$ cat src/rtl/tt_mux_pkg.sv
// Shared widths, bus field offsets and controller state type for the project mux.
// Everything that touches iw/ow words imports this package.
package tt_mux_pkg;

  localparam int IW_W = 18;
  localparam int OW_W = 24;

  localparam int IW_CLK     = 0;
  localparam int IW_RST_N   = 1;
  localparam int IW_UI_LSB  = 2;
  localparam int IW_UIO_LSB = 10;

  localparam int OW_UO_LSB  = 0;
  localparam int OW_UIO_LSB = 8;
  localparam int OW_OE_LSB  = 16;

  typedef enum logic [1:0] {
    OFF    = 2'd0,
    SETTLE = 2'd1,
    ON     = 2'd2
  } mux_state_t;

  function automatic logic [IW_W-1:0] pack_iw(input logic [7:0] uio_in,
                                              input logic [7:0] ui_in,
                                              input logic       rst_n,
                                              input logic       clk);
    return {uio_in, ui_in, rst_n, clk};
  endfunction

endpackage

$ cat src/rtl/tt_mux_if.sv
// Project-side bus between the mux controller (master) and the wrapper array (slave).
// No valid/ready: ena is one-hot or zero, and iw is all-zero (projects held in reset) unless a project is live.
interface tt_mux_if #(
  parameter int NUM_PROJ = 16
);
  import tt_mux_pkg::*;

  logic [IW_W-1:0]          iw;
  logic [NUM_PROJ-1:0]      ena;
  logic [NUM_PROJ*OW_W-1:0] ow_all;

  modport master (output iw, output ena, input ow_all);
  modport slave  (input iw, input ena, output ow_all);

endinterface

$ cat src/rtl/tt_sync_edge.sv
// Two-flop synchroniser for an asynchronous pad level, with an optional
// rising-edge pulse taken from a third flop behind the synchronised value.
module tt_sync_edge #(
  parameter bit EDGE_EN = 1'b0
) (
  input  logic clk,
  input  logic rst,
  input  logic d,
  output logic q,
  output logic rise
);

  logic s1;
  logic s2;
  logic s3;

  always_ff @(posedge clk) begin
    if (rst) begin
      s1 <= 1'b0;
      s2 <= 1'b0;
      s3 <= 1'b0;
    end else begin
      s1 <= d;
      s2 <= s1;
      s3 <= EDGE_EN ? s2 : 1'b0;
    end
  end

  assign q    = s2;
  assign rise = EDGE_EN ? (s2 & ~s3) : 1'b0;

endmodule

$ cat src/rtl/tt_mux_ctrl.sv
// Project selection and enable sequencer: fans pad inputs onto iw, enables one
// wrapper after a settle window, and returns the selected wrapper's outputs to the pads.
module tt_mux_ctrl
  import tt_mux_pkg::*;
#(
  parameter int NUM_PROJ   = 16,
  parameter int SEL_W      = 4,
  parameter int SETTLE_CYC = 8
) (
  input  logic             clk,
  input  logic             rst,
  input  logic             ctrl_sel_rst,
  input  logic             ctrl_sel_inc,
  input  logic             ctrl_ena,
  input  logic             pad_clk,
  input  logic             pad_rst_n,
  input  logic [7:0]       pad_ui_in,
  input  logic [7:0]       pad_uio_in,
  tt_mux_if.master         proj,
  output logic [7:0]       pad_uo_out,
  output logic [7:0]       pad_uio_out,
  output logic [7:0]       pad_uio_oe,
  output logic [SEL_W-1:0] sel,
  output mux_state_t       state_dbg
);

  localparam int                CNT_W    = (SETTLE_CYC > 1) ? $clog2(SETTLE_CYC) : 1;
  localparam logic [CNT_W-1:0]  CNT_LOAD = CNT_W'(SETTLE_CYC - 1);
  localparam logic [SEL_W-1:0]  SEL_LAST = SEL_W'(NUM_PROJ - 1);

  logic sel_rst_s;
  logic ena_s;
  logic inc_s;
  logic inc_rise;
  logic sel_rst_rise_unused;
  logic ena_rise_unused;

  tt_sync_edge #(.EDGE_EN(1'b0)) u_sync_sel_rst (
    .clk (clk), .rst (rst), .d (ctrl_sel_rst), .q (sel_rst_s), .rise (sel_rst_rise_unused)
  );

  tt_sync_edge #(.EDGE_EN(1'b1)) u_sync_sel_inc (
    .clk (clk), .rst (rst), .d (ctrl_sel_inc), .q (inc_s), .rise (inc_rise)
  );

  tt_sync_edge #(.EDGE_EN(1'b0)) u_sync_ena (
    .clk (clk), .rst (rst), .d (ctrl_ena), .q (ena_s), .rise (ena_rise_unused)
  );

  mux_state_t           state_q;
  mux_state_t           state_nx;
  logic [CNT_W-1:0]     cnt_q;
  logic [CNT_W-1:0]     cnt_nx;
  logic [SEL_W-1:0]     sel_q;
  logic [SEL_W-1:0]     sel_nx;
  logic                 sel_chg;
  logic [NUM_PROJ-1:0]  ena_q;
  logic [NUM_PROJ-1:0]  ena_nx;
  logic [OW_W-1:0]      ow_sel;
  logic [OW_W-1:0]      pad_word_q;
  logic                 live;

  // sel_rst has priority, so an inc edge that coincides with it is dropped.
  always_comb begin
    sel_nx = sel_q;
    if (sel_rst_s) begin
      sel_nx = '0;
    end else if (inc_rise) begin
      sel_nx = (sel_q == SEL_LAST) ? '0 : sel_q + 1'b1;
    end
  end

  // Treat the inc edge itself as the selection change so the enable drops on
  // the same edge sel moves, never leaving the old bit high beside the new one.
  assign sel_chg = sel_rst_s | inc_rise;

  always_comb begin
    state_nx = state_q;
    cnt_nx   = cnt_q;
    unique case (state_q)
      OFF: begin
        if (ena_s && !sel_rst_s) begin
          state_nx = SETTLE;
          cnt_nx   = CNT_LOAD;
        end
      end
      SETTLE: begin
        if (!ena_s || sel_chg) begin
          state_nx = OFF;
          cnt_nx   = '0;
        end else if (cnt_q == '0) begin
          state_nx = ON;
        end else begin
          cnt_nx = cnt_q - 1'b1;
        end
      end
      ON: begin
        if (!ena_s || sel_chg) begin
          state_nx = OFF;
        end
      end
      default: begin
        state_nx = OFF;
        cnt_nx   = '0;
      end
    endcase
  end

  always_comb begin
    ena_nx = '0;
    for (int k = 0; k < NUM_PROJ; k++) begin
      ena_nx[k] = (state_nx == ON) && (sel_nx == SEL_W'(k));
    end
  end

  always_comb begin
    ow_sel = '0;
    for (int k = 0; k < NUM_PROJ; k++) begin
      if (sel_q == SEL_W'(k)) begin
        ow_sel = proj.ow_all[k*OW_W +: OW_W];
      end
    end
  end

  always_ff @(posedge clk) begin
    if (rst) begin
      state_q    <= OFF;
      cnt_q      <= '0;
      sel_q      <= '0;
      ena_q      <= '0;
      pad_word_q <= '0;
    end else begin
      state_q    <= state_nx;
      cnt_q      <= cnt_nx;
      sel_q      <= sel_nx;
      ena_q      <= ena_nx;
      // Zero on the leaving edge too, so uio_oe never outlives the enable.
      pad_word_q <= (state_q == ON && state_nx == ON) ? ow_sel : '0;
    end
  end

  assign live      = (state_q == ON);
  assign proj.iw   = live ? pack_iw(pad_uio_in, pad_ui_in, pad_rst_n, pad_clk) : '0;
  assign proj.ena  = ena_q;

  assign pad_uo_out  = pad_word_q[OW_UO_LSB  +: 8];
  assign pad_uio_out = pad_word_q[OW_UIO_LSB +: 8];
  assign pad_uio_oe  = pad_word_q[OW_OE_LSB  +: 8];

  assign sel       = sel_q;
  assign state_dbg = state_q;

endmodule

$ cat src/flat_wrapper.sv
// flat-port wrapper written by rule: the top's interface ports become plain ports
module tt_mux_ctrl_flat import tt_mux_pkg::*;
#(
  parameter int NUM_PROJ   = 16,
  parameter int SEL_W      = 4,
  parameter int SETTLE_CYC = 8
)
  (clk, rst, ctrl_sel_rst, ctrl_sel_inc, ctrl_ena, pad_clk, pad_rst_n, pad_ui_in, pad_uio_in, pad_uo_out, pad_uio_out, pad_uio_oe, sel, state_dbg, proj_iw, proj_ena, proj_ow_all);
  tt_mux_if #(.NUM_PROJ(NUM_PROJ)) proj_i ();
  input  logic clk;
  input  logic rst;
  input  logic ctrl_sel_rst;
  input  logic ctrl_sel_inc;
  input  logic ctrl_ena;
  input  logic pad_clk;
  input  logic pad_rst_n;
  input  logic [7:0] pad_ui_in;
  input  logic [7:0] pad_uio_in;
  output logic [7:0] pad_uo_out;
  output logic [7:0] pad_uio_out;
  output logic [7:0] pad_uio_oe;
  output logic [SEL_W-1:0] sel;
  output mux_state_t state_dbg;
  output wire logic [$bits(proj_i.iw)-1:0] proj_iw;
  output wire logic [$bits(proj_i.ena)-1:0] proj_ena;
  input wire logic [$bits(proj_i.ow_all)-1:0] proj_ow_all;
  assign proj_iw = proj_i.iw;
  assign proj_ena = proj_i.ena;
  assign proj_i.ow_all = proj_ow_all;
  tt_mux_ctrl #(.NUM_PROJ(NUM_PROJ), .SEL_W(SEL_W), .SETTLE_CYC(SETTLE_CYC)) u_core (.clk(clk), .rst(rst), .ctrl_sel_rst(ctrl_sel_rst), .ctrl_sel_inc(ctrl_sel_inc), .ctrl_ena(ctrl_ena), .pad_clk(pad_clk), .pad_rst_n(pad_rst_n), .pad_ui_in(pad_ui_in), .pad_uio_in(pad_uio_in), .proj(proj_i), .pad_uo_out(pad_uo_out), .pad_uio_out(pad_uio_out), .pad_uio_oe(pad_uio_oe), .sel(sel), .state_dbg(state_dbg));
endmodule
$ cat config.mk
export PLATFORM = sky130hd
export DESIGN_NAME = tt_mux_ctrl_flat
export DESIGN_NICKNAME = d
export VERILOG_FILES = /design/src/rtl/tt_mux_pkg.sv /design/src/rtl/tt_mux_if.sv /design/src/rtl/tt_sync_edge.sv /design/src/rtl/tt_mux_ctrl.sv /design/src/flat_wrapper.sv
export SDC_FILE = /design/constraint.sdc
export NUM_CORES = 1
export LEC_CHECK = 0
export ABC_AREA = 1
export BUFFER_PORTS_ARGS = -buffer_cell sky130_fd_sc_hd__buf_2
export CORE_AREA = 5 5 182 184
export CTS_CLUSTER_DIAMETER = 120
export DETAILED_ROUTE_END_ITERATION = 7
export DIE_AREA = 0 0 187 189
export HOLD_SLACK_MARGIN = 0.06
export PLACE_DENSITY = 0.46
export SETUP_SLACK_MARGIN = 0.1
export SLEW_MARGIN = 20
export SYNTH_ARGS = -nofsm -noshare
export SYNTH_HDL_FRONTEND = slang
export SYNTH_SLANG_ARGS = --single-unit
$ cat constraint.sdc
create_clock -name clk -period 2.81 [get_ports clk]
set_clock_uncertainty 0.15 [all_clocks]
set_input_delay 0 -clock clk [delete_from_list [all_inputs] [get_ports clk]]
set_output_delay 0 -clock clk [all_outputs]
set_load 0.03 [all_outputs]
==> results of run 1 <==
## cell type report
cell class | count | share of cell area
clock inverter | 3 | 0.002403
tap | 402 | 0.04600
antenna | 6 | 0.001373
multi-input combinational | 913 | 0.3963
inverter | 153 | 0.05343
clock buffer | 5 | 0.01144
timing repair buffer | 646 | 0.3860
sequential | 56 | 0.1030
## sequential cells by signal (all words and copies together), names as in the netlist
register,cells
u_core.u_sync_sel_inc.q,1
u_core.u_sync_sel_inc.s3,1
u_core.sel,4
u_core.state_dbg,2
u_core.u_sync_ena.s1,1
u_core.proj.ena,16
u_core.u_sync_sel_inc.s1,1
u_core.cnt_q,3
u_core.pad_word_q,24
u_core.u_sync_ena.q,1
u_core.u_sync_sel_rst.q,1
u_core.u_sync_sel_rst.s1,1
## worst min-delay path by stage
stage	startpoint	end	slack, ps	cells past startpoint
2_1_floorplan	ctrl_ena	u_core.u_sync_ena.s1	-40	2
3_3_place_gp	ctrl_ena	u_core.u_sync_ena.s1	60	3
3_5_place_dp	ctrl_ena	u_core.u_sync_ena.s1	60	3
4_1_cts	proj_ow_all[263]	u_core.pad_word_q[23]	70	7
5_1_grt	proj_ow_all[253]	u_core.pad_word_q[13]	120	7
6_report	proj_ow_all[240]	u_core.pad_word_q[0]	70	7
## metrics by stage
step | worst slack, ps | TNS, ps | cell area [sq um] | total power, mW | hold WS, ps
global placement | 24.16 | 0 | 9128 | 1.654 | 59.94
floorplan | 445.6 | 0 | 6336 | 1.159 | -43.03
finish | 263.1 | 0 | 10940 | 2.518 | 70.25
global route | 76.31 | 0 | 10930 | 2.673 | 121.9
CTS | 73.32 | 0 | 10660 | 2.516 | 68.56
detailed placement | -24.77 | -24.77 | 9128 | 1.651 | 63.18
## Yosys cell counts, types with 4 or more instances
| master | number |
|---|---|
| buf_2 | 28 |
| inv_1 | 134 |
| dfxtp_1 | 56 |
| nor2_1 | 164 |
| nand3b_1 | 24 |
| buf_4 | 4 |
| nor2_2 | 4 |
| ha_1 | 6 |
| clkbuf_1 | 25 |
| a21oi_1 | 56 |
| nand2_1 | 338 |
| clkinv_1 | 16 |
| o21ai_1 | 20 |
| nand3_1 | 180 |
| buf_6 | 15 |
| o21ai_0 | 40 |
| or2_2 | 66 |
## what timing repair did
| action | in CTS | in global routing |
|---|---|---|
| setup buffers | 0 | 4 |
| resized for setup | 10 | 35 |
| pin swaps | 0 | 5 |
| endpoints found under the hold margin | 40 | 0 |
| endpoints found under the setup margin | 6 | 22 |
| gates cloned | 0 | 3 |
| hold buffers | 134 | 0 |
## power groups by stage
| stage | registers [mW] | logic (mW) | clock network (mW) |
|---|---|---|---|
| 2_1_floorplan | 0.828 | 0.331 | 0 |
| 3_3_place_gp | 0.826 | 0.828 | 0 |
| 3_5_place_dp | 0.826 | 0.824 | 0 |
| 4_1_cts | 0.808 | 0.979 | 0.730 |
| 5_1_grt | 0.811 | 1.11 | 0.756 |
| 6_report | 0.809 | 0.998 | 0.711 |
## tightest hold or removal path, delay by kind of cell
| kind | cells | cell delay, ps |
|---|---|---|
| AOI/OAI and AO/OA | 1 | 120 |
| and+or+nand+nor | 5 | 310 |
| buffers and inverters | 1 | 80 |
## per-layer routing
layer / track usage / wire (um) / vias to the layer above / part of all wire
li1: - / - / 4874 / -
met1: 0.2469 / 15710 / 4319 / 0.40
met2: 0.3596 / 19130 / 455 / 0.49
met3: 0.05273 / 3294 / 68 / 0.084
met4: 0.05205 / 936 / 18 / 0.024
met5: 0 / 102 / - / 0.0026
## logic make-up after synthesis
group	after synthesis	synth area share
AO/OA/AOI/OAI	119	0.09518
adder cells (fa/ha/maj)	6	0.01185
flip-flops	56	0.1769
buffers and inverters	227	0.1627
AND/OR/NAND/NOR	787	0.5519
XOR/XNOR	1	0.001383
==> run_results.csv, run 1 <==
group,metric,value,unit
run_status,outcome,"finished clean",
layout,multiInputGateArea,4334,sq um
timing,fmax,0.3926,GHz
critical_path,cp_slowest_cell,"dfxtp_2",
global_routing,globalRoute.totalOverflow,0,
timing,hold_violations,0,
critical_path,crit_chain,"inv_4 > ha_4 > inv_2 > nor2_4 > buf_4 > clkbuf_16 > nand3_1 > nand3_1 > nand2_1 > nand3_1 > nand2_1 > nand2_1 > nand2_1 > nand3_1 > nand3_1 > nand3_1 > nand2_1 > nand3_1 > nand2_1 > a21oi_1",
critical_path,cp_num_buf_inv,4,
clock_tree,cts_root_buf,"clkbuf_16",
synthesis,synth-seq-cells,56,
placed_design,hpwl,31.16,mm
synthesis,syn-num-nets,1609,
global_routing,antenna_found_initial,16,
drt,remaining_drc_errors,0,
layout,final_nets,2188,
drt,dr.first_iter.drc_count,447,
layout,drive_gt1_frac,0.3525,
layout,syn2layout_area_growth,72.59,%
critical_path,crit_end,"u_core.pad_word_q[21]",
timing,period_needed,2547,ps
critical_path,critPathLaunchType,"register",
timing,fin_crit_sh,0.9064,
clock_tree,cts_buffers,5,
critical_path,r2r_end,"u_core.pad_word_q[21]",
floorplanning,die_w,187,um
critical_path,crit_family,"simple AND/OR/NAND/NOR gates",
synthesis,postSynth.asyncResetShare,0,
synthesis,yosysWarnings,0,
drt,antenna_left,0,
pwr,powerDensity,230.3,nW/um^2
pwr,clockPowerShare,0.282,
synthesis,synth_cell_types,30,
critical_path,path_class,"register to register",
critical_path,crit_path_max_incr_delay,420,ps
clock_tree,cts_tree,"done",
synthesis,syn_avg_cell_area,5.298,sq um
drt,vias,9734,
synthesis,synth_top_area_cell,"nand2_1",
synthesis,ys_top_cells_by_area,"nand2_1 (20%), dfxtp_1 (18%), nand3_1 (14%)",
critical_path,arrival,2610,ps
global_routing,grt_pass1_wl,56.19,mm
critical_path,reg2reg_setup_slack,260,ps
placed_design,routabilityCongestion,0.8835,
floorplanning,io_pins,471,
drt,wl,39.17,mm
critical_path,crit_fanout,11,
timing,tightest_slew,853.4,ps
critical_path,end_kind,"register",
pwr,cell_internal_pwr,1.649,mW
layout,ff_latch_area,1126,sq um
critical_path,timing.rr.start,"u_core.sel[1]",
placed_design,io_buffers,470,
timing,drv_slew,0,
synthesis,syn_area,6336,sq um
min_path,hold_path_class,"input pin to register",
layout,stdcell_count,2184,
drt,drt-wirelength-per-cell,17.93,um
drt,first_pass_iters,5,
floorplanning,core.rowCount,65,
floorplanning,core,31230,sq um
drt,routed_via_density,4.457,
pwr,peakVddDrop,0.0002295,V
pwr,leakage,5.885,nW
pwr,p_sw_frac,0.3453,
clock_tree,htreeDepth,2,
critical_path,required,2870,ps
critical_path,cpMostUsedCell,"nand3_1",
layout,final_cell_mix,"buf_2 (470), nand2_1 (336), nand3_1 (172), nor2_1 (159), dlygate4sd3_1 (134)",
clock_tree,path_clk_slew,90,ps
critical_path,reg2regPathDepth,20,
layout,fillers,3573,
synthesis,synth_cells,1196,
pwr,p_seq_frac,0.321,
synthesis,synth_seq_area_share,0.1769,
critical_path,cp_num_cells,20,
synthesis,synth_top_flop_cell,"dfxtp_1",
global_routing,grt_max_degree,49,
pwr,p_switching,869.7,uW
global_routing,grt_pass1_vias,9551,
floorplanning,initial_core_util,0.2029,
timing,setup_viol,0,
synthesis,synth_edf_count,0,
clock_tree,clock-sinks,56,
critical_path,setup.worst_path.start,"u_core.sel[1]",
timing,relSlewSlack,0.4303,
layout,final_common_cell,"buf_2",
global_routing,grt_use_total,0.2035,
floorplanning,die_h,189,um
flow_run,cap_viol_max_count,0,
pwr,pwr-share-comb,0.396,
synthesis,yosys.area.top_type_share,0.2002,
placed_design,dp_cells,2029,
floorplanning,die_area,35340,sq um
timing,rsz0062_at_grt,"true",
layout,final_core_util,0.3502,
clock_tree,clock_latency,310,ps
clock_tree,cts_buffer_depth,2,
(Power assumes the default switching activity.)
==> inputs of run 2 (changes only) <==
--- a/config.mk
+++ b/config.mk
@@ -7,12 +7,14 @@
 export LEC_CHECK = 0
 export ABC_AREA = 1
 export BUFFER_PORTS_ARGS = -buffer_cell sky130_fd_sc_hd__buf_2
-export CORE_AREA = 5 5 182 184
+export CELL_PAD_IN_SITES_DETAIL_PLACEMENT = 0
+export CELL_PAD_IN_SITES_GLOBAL_PLACEMENT = 1
+export CORE_AREA = 5 5 180 182
 export CTS_CLUSTER_DIAMETER = 120
 export DETAILED_ROUTE_END_ITERATION = 7
-export DIE_AREA = 0 0 187 189
+export DIE_AREA = 0 0 185 187
 export HOLD_SLACK_MARGIN = 0.06
-export PLACE_DENSITY = 0.46
+export PLACE_DENSITY = 0.7
 export SETUP_SLACK_MARGIN = 0.1
 export SLEW_MARGIN = 20
 export SYNTH_ARGS = -nofsm -noshare
==> run 2 against run 1 <==
Compared with the run above: flip-flop and latch count unchanged; maximum frequency is 1.6% higher; core utilization increased by 0.74 points; critical endpoint is now u_core.pad_word_q[6]; critical path depth down 4; clock-buffer cell count did not move; sequential power is essentially flat; highest routed layer unchanged; final cell count rose by 0.14%; design area fell by 0.51%; clock power shrank 0.7%; non-clock buffer count rose by 6; combinational power fell by 3.1%.
==> run_results.csv, run 2 (same netlist as run 1, synthesis figures left out) <==
group,metric,value,unit
timing,relSlewSlack,0.4354,
pwr,p_sw_frac,0.3405,
flow_run,cap_viol_max_count,0,
placed_design,hpwl,30.20,mm
critical_path,cp_num_buf_inv,3,
clock_tree,cts_root_buf,"clkbuf_16",
drt,vias,9756,
critical_path,crit_path_max_incr_delay,340,ps
critical_path,critPathLaunchType,"register",
layout,top_register,"u_core.pad_word_q",
clock_tree,cts_buffer_depth,2,
layout,syn2layout_area_growth,71.70,%
global_routing,antenna_found_initial,13,
critical_path,arrival,2570,ps
pwr,cell_internal_pwr,1.636,mW
run_status,outcome,"finished clean",
pwr,p_switching,844.7,uW
placed_design,dp_cells,2026,
drt,remaining_drc_errors,0,
pwr,peakVddDrop,0.0003213,V
drt,antenna_left,0,
critical_path,cpMostUsedCell,"nand2_1",
placed_design,routabilityCongestion,0.9026,
drt,wl,38.57,mm
layout,largest_reg_flops,24,
critical_path,path_class,"register to register",
clock_tree,path_clk_slew,90,ps
global_routing,grt_pass1_wl,55.31,mm
critical_path,required,2870,ps
critical_path,cp_slowest_cell,"dfxtp_1",
critical_path,crit_family,"simple AND/OR/NAND/NOR gates",
floorplanning,io_pins,471,
layout,final_nets,2194,
placed_design,io_buffers,470,
floorplanning,die_w,185,um
critical_path,timing.rr.start,"u_core.sel[1]",
clock_tree,cts_tree,"done",
min_path,hold_path_class,"input pin to register",
timing,drv_slew,0,
clock_tree,clock_latency,320,ps
floorplanning,die_area,34600,sq um
timing,setup_viol,0,
global_routing,grt_use_total,0.2066,
timing,fin_setup_tns,0,ps
layout,final_common_cell,"buf_2",
clock_tree,cts_buffers,5,
pwr,leakage,5.874,nW
global_routing,grt_pass1_vias,9811,
pwr,clockPowerShare,0.285,
drt,first_pass_iters,4,
layout,stdcell_count,2187,
floorplanning,initial_core_util,0.2082,
min_path,hp-start,"proj_ow_all[245]",
clock_tree,clock-sinks,56,
clock_tree,htreeDepth,2,
critical_path,setup.worst_path.start,"u_core.sel[1]",
layout,fillers,3446,
pwr,power.total,2.481,mW
timing,tightest_slew,845.7,ps
layout,final_cell_mix,"buf_2 (470), nand2_1 (337), nand3_1 (176), nor2_1 (159), dlygate4sd3_1 (138)",
floorplanning,die_h,187,um
layout,final_core_util,0.3575,
critical_path,crit_fanout,19,
timing,hold_violations,0,
layout,drive_gt1_frac,0.3485,
global_routing,globalRoute.totalOverflow,0,
drt,routed_via_density,4.461,
global_routing,grt_max_degree,49,
timing,period_needed,2507,ps
floorplanning,core,30430,sq um
critical_path,crit_chain,"buf_4 > ha_2 > inv_1 > nor2_4 > buf_12 > nor2_1 > nand2_1 > nand2_1 > nand2_1 > nand3_1 > nand3_1 > nand3_1 > nand2_1 > nand3_1 > nand2_1 > a21oi_1",
critical_path,end_kind,"register",
timing,fin_crit_sh,0.8922,
pwr,pwr-share-comb,0.390,
layout,stdcell_area,10880,sq um
pwr,p_seq_frac,0.326,
timing,rsz0062_at_grt,"true",
drt,dr.first_iter.drc_count,447,
drt,drt-wirelength-per-cell,17.64,um
placed_design,placed_area,9155,sq um
pwr,powerDensity,228.1,nW/um^2
floorplanning,core.rowCount,64,
timing,fmax,0.3989,GHz
-- run 2: cell types whose count changed in the layout (fill, tap and decap cells not counted), sizes merged --
cell	before	now
buf	509	513
dlygate4sd3	134	138
diode	6	9
clkbuf	8	6
-- run 2: cell type report --
cell class	instances	area, sq um	share of cell area
multi-input combinational	913	4257	0.3913
tap	396	495.5	0.04554
clock inverter	3	26.28	0.002415
timing repair buffer	652	4250	0.3907
clock buffer	5	125.1	0.01150
sequential	56	1124	0.1033
inverter	153	579.3	0.05325
antenna	9	22.52	0.002070
-- run 2: metrics by stage --
stage / hold slack (ps) / setup WS (ps)
finish: 63.06 / 302.8
global route: 94.15 / 63.61
CTS: 61.10 / 114.1
detailed placement: 63.03 / 133.3
global placement: 66.15 / 174.9
floorplan: -43.03 / 445.6
-- run 2: per-layer routing --
metal	part of all wire	global-route usage	vias up
met5	0.0012	0	-
met1	0.41	0.2501	4315
met4	0.039	0.08639	8
met3	0.084	0.05212	95
met2	0.47	0.3463	453
li1	-	-	4885
-- run 2: power groups by stage --
stage / combinational [mW] / sequential [mW] / clock [mW]
2_1_floorplan: 0.331 / 0.828 / 0
3_3_place_gp: 0.811 / 0.826 / 0
3_5_place_dp: 0.813 / 0.826 / 0
4_1_cts: 0.969 / 0.807 / 0.726
5_1_grt: 1.08 / 0.810 / 0.746
6_report: 0.967 / 0.808 / 0.706
-- run 2: final timing paths --
| path | to | slack (ps) | cells after the start |
|---|---|---|---|
| setup / recovery | u_core.pad_word_q[6] | 300 | 16 |
| hold / removal | u_core.pad_word_q[5] | 60 | 7 |
| setup reg to reg | u_core.pad_word_q[6] | 300 | 16 |
| hold reg to reg | u_core.u_sync_sel_rst.q | 260 | 2 |
-- run 2: tightest hold or removal path, cell delays in order --
cell and delay [ps]:
buf_2 90, nand2_1 50, nand2_1 50, nand2_1 50, nand3_1 120, nand2_1 90
a21oi_1 50
-- run 2: what timing repair did --
action                     in CTS  in global routing
gates resized for setup         0                 21
hold buffers                  138                  0
hold endpoints to repair       40                  0
setup endpoints to repair       0                 22
setup buffers                   0                  5
